===== src/rtl/regfile32_if.sv =====
// rtl/regfile32_if.sv - bus interface for the 32 x 32-bit register file
//
// Groups the write, read, debug and statistics signals of regfile32.
// Macro REGFILE_BYPASS_EN (see rtl/regfile32.sv) does not change this interface.
//
// Signals:
//   we        write enable from the control unit
//   wa, wd    write index / write data from the writeback mux
//   ra1, rd1  rs read index / combinational read data
//   ra2, rd2  rt read index / combinational read data (shifter A input)
//   dbg_addr  debug/display read index
//   dbg_data  registered debug read data (one-cycle latency)
//   wr_count  saturating count of committed writes since reset
//   last_wa   index of the most recent committed write
//
// Modports: master drives the requests, slave is the register file.
interface regfile32_if #(
  parameter int WIDTH  = 32,
  parameter int ADDR_W = 5,
  parameter int CNT_W  = 16
);
  logic              we;
  logic [ADDR_W-1:0] wa;
  logic [WIDTH-1:0]  wd;
  logic [ADDR_W-1:0] ra1;
  logic [ADDR_W-1:0] ra2;
  logic [WIDTH-1:0]  rd1;
  logic [WIDTH-1:0]  rd2;
  logic [ADDR_W-1:0] dbg_addr;
  logic [WIDTH-1:0]  dbg_data;
  logic [CNT_W-1:0]  wr_count;
  logic [ADDR_W-1:0] last_wa;

  modport master (
    output we, wa, wd, ra1, ra2, dbg_addr,
    input  rd1, rd2, dbg_data, wr_count, last_wa
  );

  modport slave (
    input  we, wa, wd, ra1, ra2, dbg_addr,
    output rd1, rd2, dbg_data, wr_count, last_wa
  );
endinterface


===== src/rtl/regfile32.sv =====
// rtl/regfile32.sv - 32 x 32-bit general-purpose register file with debug port
//
// Register file for the single-cycle MIPS datapath. Register 0 is hard-wired
// to zero. Reads are combinational; writes commit on the rising clock edge.
// Also provides a registered debug read port and write statistics.
//
// Ports:
//   clk        system clock, all state updates on the rising edge
//   rst        synchronous active-high reset
//   bus        regfile32_if.slave: we/wa/wd, ra1/rd1, ra2/rd2,
//              dbg_addr/dbg_data, wr_count, last_wa
//
// Optional feature, macro REGFILE_BYPASS_EN:
//   defined   - rd1/rd2 forward wd when the same-cycle write targets the
//               read index (write-first); suppressed while rst=1
//   undefined - read-old semantics, no bypass logic
module regfile32 #(
  parameter int WIDTH  = 32,
  parameter int ADDR_W = 5,
  parameter int CNT_W  = 16
) (
  input logic        clk,
  input logic        rst,
  regfile32_if.slave bus
);
  localparam int NREG = 1 << ADDR_W;

  // Entry 0 exists only so every index is in range; it is never written
  // and every read path masks index 0 to zero.
  logic [WIDTH-1:0]  r_mem [NREG];
  logic [WIDTH-1:0]  r_dbg_data;
  logic [CNT_W-1:0]  r_wr_count;
  logic [ADDR_W-1:0] r_last_wa;

  logic              w_commit;
  logic              w_cnt_sat;
  logic [WIDTH-1:0]  w_rd1_stored;
  logic [WIDTH-1:0]  w_rd2_stored;
  logic [WIDTH-1:0]  w_dbg_stored;

  // A write with index 0 or during reset changes no state at all.
  assign w_commit  = bus.we && (bus.wa != '0) && !rst;
  assign w_cnt_sat = &r_wr_count;

  assign w_rd1_stored = (bus.ra1 == '0) ? '0 : r_mem[bus.ra1];
  assign w_rd2_stored = (bus.ra2 == '0) ? '0 : r_mem[bus.ra2];
  assign w_dbg_stored = (bus.dbg_addr == '0) ? '0 : r_mem[bus.dbg_addr];

`ifdef REGFILE_BYPASS_EN
  // Forwarding reuses w_commit, so it is off for wa=0 and while rst=1.
  assign bus.rd1 = (w_commit && (bus.ra1 == bus.wa)) ? bus.wd : w_rd1_stored;
  assign bus.rd2 = (w_commit && (bus.ra2 == bus.wa)) ? bus.wd : w_rd2_stored;
`else
  assign bus.rd1 = w_rd1_stored;
  assign bus.rd2 = w_rd2_stored;
`endif

  always_ff @(posedge clk) begin
    if (rst) begin
      for (int i = 0; i < NREG; i++) begin
        r_mem[i] <= '0;
      end
      r_dbg_data <= '0;
      r_wr_count <= '0;
      r_last_wa  <= '0;
    end else begin
      // Debug read samples pre-write contents (read-old) in all builds.
      r_dbg_data <= w_dbg_stored;
      if (w_commit) begin
        r_mem[bus.wa] <= bus.wd;
        r_last_wa     <= bus.wa;
        if (!w_cnt_sat) begin
          r_wr_count <= r_wr_count + CNT_W'(1);
        end
      end
    end
  end

  assign bus.dbg_data = r_dbg_data;
  assign bus.wr_count = r_wr_count;
  assign bus.last_wa  = r_last_wa;
endmodule

===== src/flat_wrapper.sv =====
// flat-port wrapper written by rule: the top's interface ports become plain ports
module regfile32_flat 
#(
  parameter int WIDTH  = 32,
  parameter int ADDR_W = 5,
  parameter int CNT_W  = 16
)
  (clk, rst, bus_we, bus_wa, bus_wd, bus_ra1, bus_ra2, bus_dbg_addr, bus_rd1, bus_rd2, bus_dbg_data, bus_wr_count, bus_last_wa);
  regfile32_if #(.WIDTH(WIDTH), .ADDR_W(ADDR_W), .CNT_W(CNT_W)) bus_i ();
  input logic clk;
  input logic rst;
  input wire logic [$bits(bus_i.we)-1:0] bus_we;
  input wire logic [$bits(bus_i.wa)-1:0] bus_wa;
  input wire logic [$bits(bus_i.wd)-1:0] bus_wd;
  input wire logic [$bits(bus_i.ra1)-1:0] bus_ra1;
  input wire logic [$bits(bus_i.ra2)-1:0] bus_ra2;
  input wire logic [$bits(bus_i.dbg_addr)-1:0] bus_dbg_addr;
  output wire logic [$bits(bus_i.rd1)-1:0] bus_rd1;
  output wire logic [$bits(bus_i.rd2)-1:0] bus_rd2;
  output wire logic [$bits(bus_i.dbg_data)-1:0] bus_dbg_data;
  output wire logic [$bits(bus_i.wr_count)-1:0] bus_wr_count;
  output wire logic [$bits(bus_i.last_wa)-1:0] bus_last_wa;
  assign bus_i.we = bus_we;
  assign bus_i.wa = bus_wa;
  assign bus_i.wd = bus_wd;
  assign bus_i.ra1 = bus_ra1;
  assign bus_i.ra2 = bus_ra2;
  assign bus_i.dbg_addr = bus_dbg_addr;
  assign bus_rd1 = bus_i.rd1;
  assign bus_rd2 = bus_i.rd2;
  assign bus_dbg_data = bus_i.dbg_data;
  assign bus_wr_count = bus_i.wr_count;
  assign bus_last_wa = bus_i.last_wa;
  regfile32 #(.WIDTH(WIDTH), .ADDR_W(ADDR_W), .CNT_W(CNT_W)) u_core (.clk(clk), .rst(rst), .bus(bus_i));
endmodule

===== config.mk =====
export PLATFORM = sky130hd
export DESIGN_NAME = regfile32_flat
export DESIGN_NICKNAME = d
export VERILOG_FILES = /design/src/rtl/regfile32_if.sv /design/src/rtl/regfile32.sv /design/src/flat_wrapper.sv
export SDC_FILE = /design/constraint.sdc
export NUM_CORES = 2
export LEC_CHECK = 0
export CORE_ASPECT_RATIO = 0.9
export CORE_MARGIN = 2
export CORE_UTILIZATION = 40
export DETAILED_ROUTE_END_ITERATION = 6
export RECOVER_POWER = 100
export SYNTH_ARGS = -nofsm -noshare
export SYNTH_HDL_FRONTEND = slang
export SYNTH_SLANG_ARGS = --single-unit

===== constraint.sdc =====
create_clock -name clk -period 5 [get_ports clk]
set_input_delay 1.25 -clock clk [delete_from_list [all_inputs] [get_ports clk]]
set_output_delay 1.25 -clock clk [all_outputs]
set_load 0.03 [all_outputs]

Word-level counts from Yosys, hierarchy flattened:

Memory sizes are Yosys's and may differ from the RTL's. A register that Yosys moved wholly into a read port is not among the register bits.
Index checks and enable logic that the tools add are counted.
Widths: inputs -> output; s select.

* ROM bits: 0
* RAM bits: 1024
* bits of input ports: 55
* latch bits: 0
* logic and storage cells: 26
* memories: 1
* output and inout port bits: 117
* bits in registers: 21

* multiply operators: 0
* div/mod/pow operators: 0
* reduce and logical (&&, ||, !) cells: 11
* multiplexer cells: 10
* shifts and indexed selects: 0
* equal/unequal tests: 0
* bitwise logic cells: 1
* $add $sub $neg: 1
* $lt $le $gt $ge: 0

Memories
* u_core.r_mem: words 32, bits a word 32, rd ports 3, clocked after Yosys merged registers in 1, wr ports 32, RTL line regfile32.sv:30 `logic [WIDTH-1:0] r_mem [NREG];`

Operators with widths (number)
* $mux 32: 3
* $reduce_or 32->1: 1
* $add 16x1->16 const B: 1
* $reduce_and 16->1: 1
* $logic_not 5->1: 3
* $mux 1: 6
* $mux 5: 1
* $reduce_bool 5->1: 1
* $logic_and 1x1->1: 2
* $reduce_and 2->1: 1
* $reduce_or 2->1: 1
* $logic_not 1->1: 1
* $not 1->1: 1

Logic depth before layout (Yosys ltp):

* depth in word-level cells: 8
* gate-level depth with buffers: 10
* gate-level depth less buffers: 6

Worst setup path before layout:

OpenSTA, ideal clock, no wires.

* kind: input to register
* start point: input bus_we
* end point: memory u_core.r_mem[26][0], enable pin
* data required time: 4534 ps
* cell stages on the path: 5
* buffers on the path: 2
* path slack: 229 ps
* setup time: 466 ps
* arrival time: 4305 ps
* cell sequence: buf_2 -> and2b_1 -> nand3b_1 -> clkbuf_1 -> o21ai_0

RTL lines
* start, declared: RTL line flat_wrapper.sv:12 `input wire logic [$bits(bus_i.we)-1:0] bus_we;`
* end, declared: RTL line regfile32.sv:30

Worst setup path after layout:

* start point: input bus_ra2[0]
* end point: output bus_rd2[23]

* longest elaborated chain between the ends: 2
* elaborated cells on any way between the ends: 3
* those cells by class: 1 x mux; 1 x reduce/logical; 1 x memory

Ends and longest elaborated chain
* start, declared: RTL line flat_wrapper.sv:16 `input wire logic [$bits(bus_i.ra2)-1:0] bus_ra2;`
* $mem_v2 32x32 / $logic_not 5->1 (equally long branches)
* $mux 32 *: RTL line regfile32.sv:46 `assign w_rd2_stored = (bus.ra2 == '0) ? '0 : r_mem[bus.ra2];`
* end, declared: RTL line flat_wrapper.sv:19 `output wire logic [$bits(bus_i.rd2)-1:0] bus_rd2;`

Every way passes the cells marked *; elsewhere a longest branch is shown, timed or not.

==> metrics.csv <==
stage,metric,value,unit
outcome,outcome,"complete, but fails checks",
outcome,violations,"max-capacitance violations, max-slew violations, negative setup slack",
synthesis,seq_area_frac_synth,48.95,%
floorplanning,die_area,0.1657,mm²
global_route,grt_pass1_wl,362700,µm
final_layout,fillers,14070,
pwr,ir_worst_vdd,0.0003170,V
timing,setup_violations,10,
timing,setup_tns,-0.1948,ns
cts,clock-sinks,1077,
global_route,grt_usage,31.34,%
detailed_routing,vias,46470,
synthesis,synth_area,0.06498,mm²
placement,hpwl,160700,µm
global_route,antenna_found_initial,26,
global_route,grt_pass1_vias,45000,
cts,clk_latency,0.79,ns
synthesis,synth_edf_count,1024,
timing,worst_slew_pin_slew,2.599,ns
cts,clock_path_buffers,3,
placement,routabilityCongestion,0.9194,
floorplanning,ios,172,
timing,setup_ws,-0.07023,ns
setup_path,critPathBufInv,3,
placement,port_buffers,171,
setup_path,worstSetupPathType,in2out,
synthesis,syn_inst,4583,
detailed_routing,avgRoutedWirePerCell,37.78,µm
setup_path,startpoint_type,input pin,
final_layout,drive_above_1_share,28.00,%
setup_path,endpoint_kind,output port,
timing,fin_skew,0.04807,ns
detailed_routing,drt-total-wl,263600,µm
synthesis,postSynthAreaPerCell,14.18,µm²
synthesis,yosys_warnings,0,
cts,htreeDepth,3,
synthesis,synth_seq_cells,1077,
detailed_routing,via_per_inst,6.659,
cts,clkTransAtPathRegs,0.07,ns
cts,cts_root_buf,clkbuf_16,
detailed_routing,drtIter0Drc,7562,
setup_path,cp_data_required_time,3.75,ns
pwr,p_seq_share,44.8,%
pwr,p_switching,6741,µW
cts,cts_setup_buffers,0,
global_route,overflow,0,
final_layout,regArea,0.03181,mm²
synthesis,synth_cell_type_count,64,
floorplanning,num_rows,140,
timing,period_share,101.4,%
pwr,p_sw_share,27.99,%
timing,fmaxAchievable,197.2,MHz
pwr,pwr-share-clk,38.1,%
timing,hold_viol_final,0,
pwr,leakage,0.02599,µW
pwr,power_density,324.6,mW/mm²
setup_path,worst_ep_arrival_time,3.82,ns
detailed_routing,drc,0,
floorplanning,design.core.area,0.1615,mm²
timing,maxSlewHeadroom,-73.28,%
final_layout,final_cell_mix,"edfxtp_1, and2_1, mux4_2, mux2i_1, and2_0",
detailed_routing,ant_nets,0,
timing,holdWs,0.4567,ns
timing,slew_violations,741,
cts,cts_tree,built,
final_layout,areaGrowthSynthToFinish,14.20,%
cts,cts_buffers,119,
floorplanning,start_util,40.23,%
floorplanning,die_w,428.9,µm
timing,rsz0062_at_grt,false,
hold_path,hp-class,reg2reg,
final_layout,multi_input_area,0.03089,mm²
setup_path,worstPathCellList,buf_8 -> clkbuf_2 -> mux4_2 -> mux2i_1 -> a2111oi_2 -> clkbuf_1,
floorplanning,die_h,386.4,µm
global_route,grt_max_degree,66,
synthesis,synth_flop_cell,edfxtp_1,
final_layout,layout.nets,4787,
setup_path,crit_slowest_cell,a2111oi_2,
setup_path,critical_path.max_fanout,13,
pwr,pwr-share-comb,17.1,%
synthesis,async_flop_share,0,%
setup_path,path_delay_family,compound AO/OA/AOI/OAI gates,
setup_path,slowest_delay,1.17,ns
pwr,internal_power,17350,µW
run,drv_cap,28,
detailed_routing,firstDrtPassIters,5,
final_layout,final_common_cell,edfxtp_1,
timing,min_period,5.070,ns
metal layers:
| layer | vias up | track usage [%] | wire length [µm] |
|---|---|---|---|
| met2 | 3722 | 47.97 | 117300 |
| met3 | 752 | 8.060 | 32390 |
| met4 | 0 | 16.35 | 16880 |
| met5 | - | 0 | 0 |
| met1 | 23810 | 41.24 | 96990 |
| li1 | 18180 | - | - |
kinds of logic after synthesis:
| logic type | synth area share, % |
|---|---|
| compound gates | 6.106 |
| xor+xnor | 0.1348 |
| fa+ha+maj | 0.01925 |
| buf+inv | 4.140 |
| flops | 48.95 |
| mux | 28.99 |
| other cells | 0.005771 |
| simple gates | 11.65 |
worst min-delay path: cells and delay by family, from the launching register on:
family | cells | cell delay, ns
AND/OR/NAND/NOR | 1 | 0.05
AO/OA/AOI/OAI | 1 | 0.05
flip-flops | 1 | 0.31
layout make-up:
cell class | instances | area share [%]
clock buffers | 151 | 4.298
inverters | 44 | 0.2226
repair buffers | 498 | 6.269
diodes | 19 | 0.06407
multi-input cells | 2991 | 41.63
well taps | 2130 | 3.591
clock inverters | 68 | 1.054
flip-flops and latches | 1077 | 42.87
power by group through the flow:
| stage | logic [µW] | clock network (µW) | registers, µW |
|---|---|---|---|
| 2_1_floorplan | 2390 | 0 | 10900 |
| 3_3_place_gp | 4150 | 0 | 10900 |
| 3_5_place_dp | 4160 | 0 | 10900 |
| 4_1_cts | 4170 | 9210 | 10700 |
| 5_1_grt | 4220 | 9550 | 10800 |
| 6_report | 4130 | 9180 | 10800 |
cells in the mapped netlist (13+ instances only):
| cell type | count | area share (%) |
|---|---|---|
| edfxtp_1 | 1024 | 47 |
| and2_1 | 998 | 9.6 |
| mux4_2 | 584 | 20 |
| mux2i_1 | 444 | 6.8 |
| clkbuf_1 | 283 | 1.6 |
| buf_2 | 122 | 0.94 |
| a21oi_1 | 116 | 0.89 |
| mux2_2 | 110 | 1.9 |
| o22ai_1 | 86 | 0.83 |
| a22oi_1 | 81 | 0.94 |
| o21ai_0 | 67 | 0.52 |
| a221oi_1 | 63 | 0.85 |
| nor2_1 | 60 | 0.35 |
| dfxtp_1 | 53 | 1.6 |
| nand2_1 | 50 | 0.29 |
| buf_4 | 49 | 0.57 |
| a31oi_1 | 46 | 0.44 |
| inv_1 | 43 | 0.25 |
| nor2b_1 | 36 | 0.35 |
| or2_2 | 36 | 0.35 |
| buf_6 | 28 | 0.49 |
| a2111oi_2 | 24 | 0.55 |
| a221o_1 | 22 | 0.34 |
| nor3_1 | 19 | 0.15 |
| a22o_1 | 16 | 0.22 |
| buf_1 | 13 | 0.075 |
| nand3_1 | 13 | 0.10 |
final timing paths:
path              slack (ns)                      end  cells after the start                   start
setup / recovery       -0.07              bus_rd2[23]                      6              bus_ra2[0]
hold / removal          0.46    u_core.bus.last_wa[4]                      2   u_core.bus.last_wa[4]
setup reg to reg        2.82  u_core.bus.wr_count[15]                      5  u_core.bus.wr_count[4]
hold reg to reg         0.46    u_core.bus.last_wa[4]                      2   u_core.bus.last_wa[4]
registers in the layout, indices dropped and copies added, names as in the netlist:
register	count
u_core.bus.last_wa	5
u_core.bus.dbg_data	32
u_core.r_mem	1024
u_core.bus.wr_count	16
through the flow:
stage / total power (µW) / utilization, % / instances / setup WS [ns] / instance area, µm²
after floorplan: 13270 / - / 4614 / 0.2294 / 65100
after global placement: 15050 / 44.03 / 6740 / -0.1209 / 71110
after detailed placement: 15090 / 44.03 / 6740 / -0.1382 / 71110
after CTS: 24120 / 46.49 / 6959 / 0.03666 / 75090
after global routing: 24600 / 45.93 / 6969 / 0.02172 / 74180
final: 24090 / 45.95 / 6978 / -0.07023 / 74210
repair_timing:
action,CTS,global route
resized for setup,1,2
hold buffers,0,0
endpoints found under the setup margin,1,2
(Power assumes the default switching activity.)
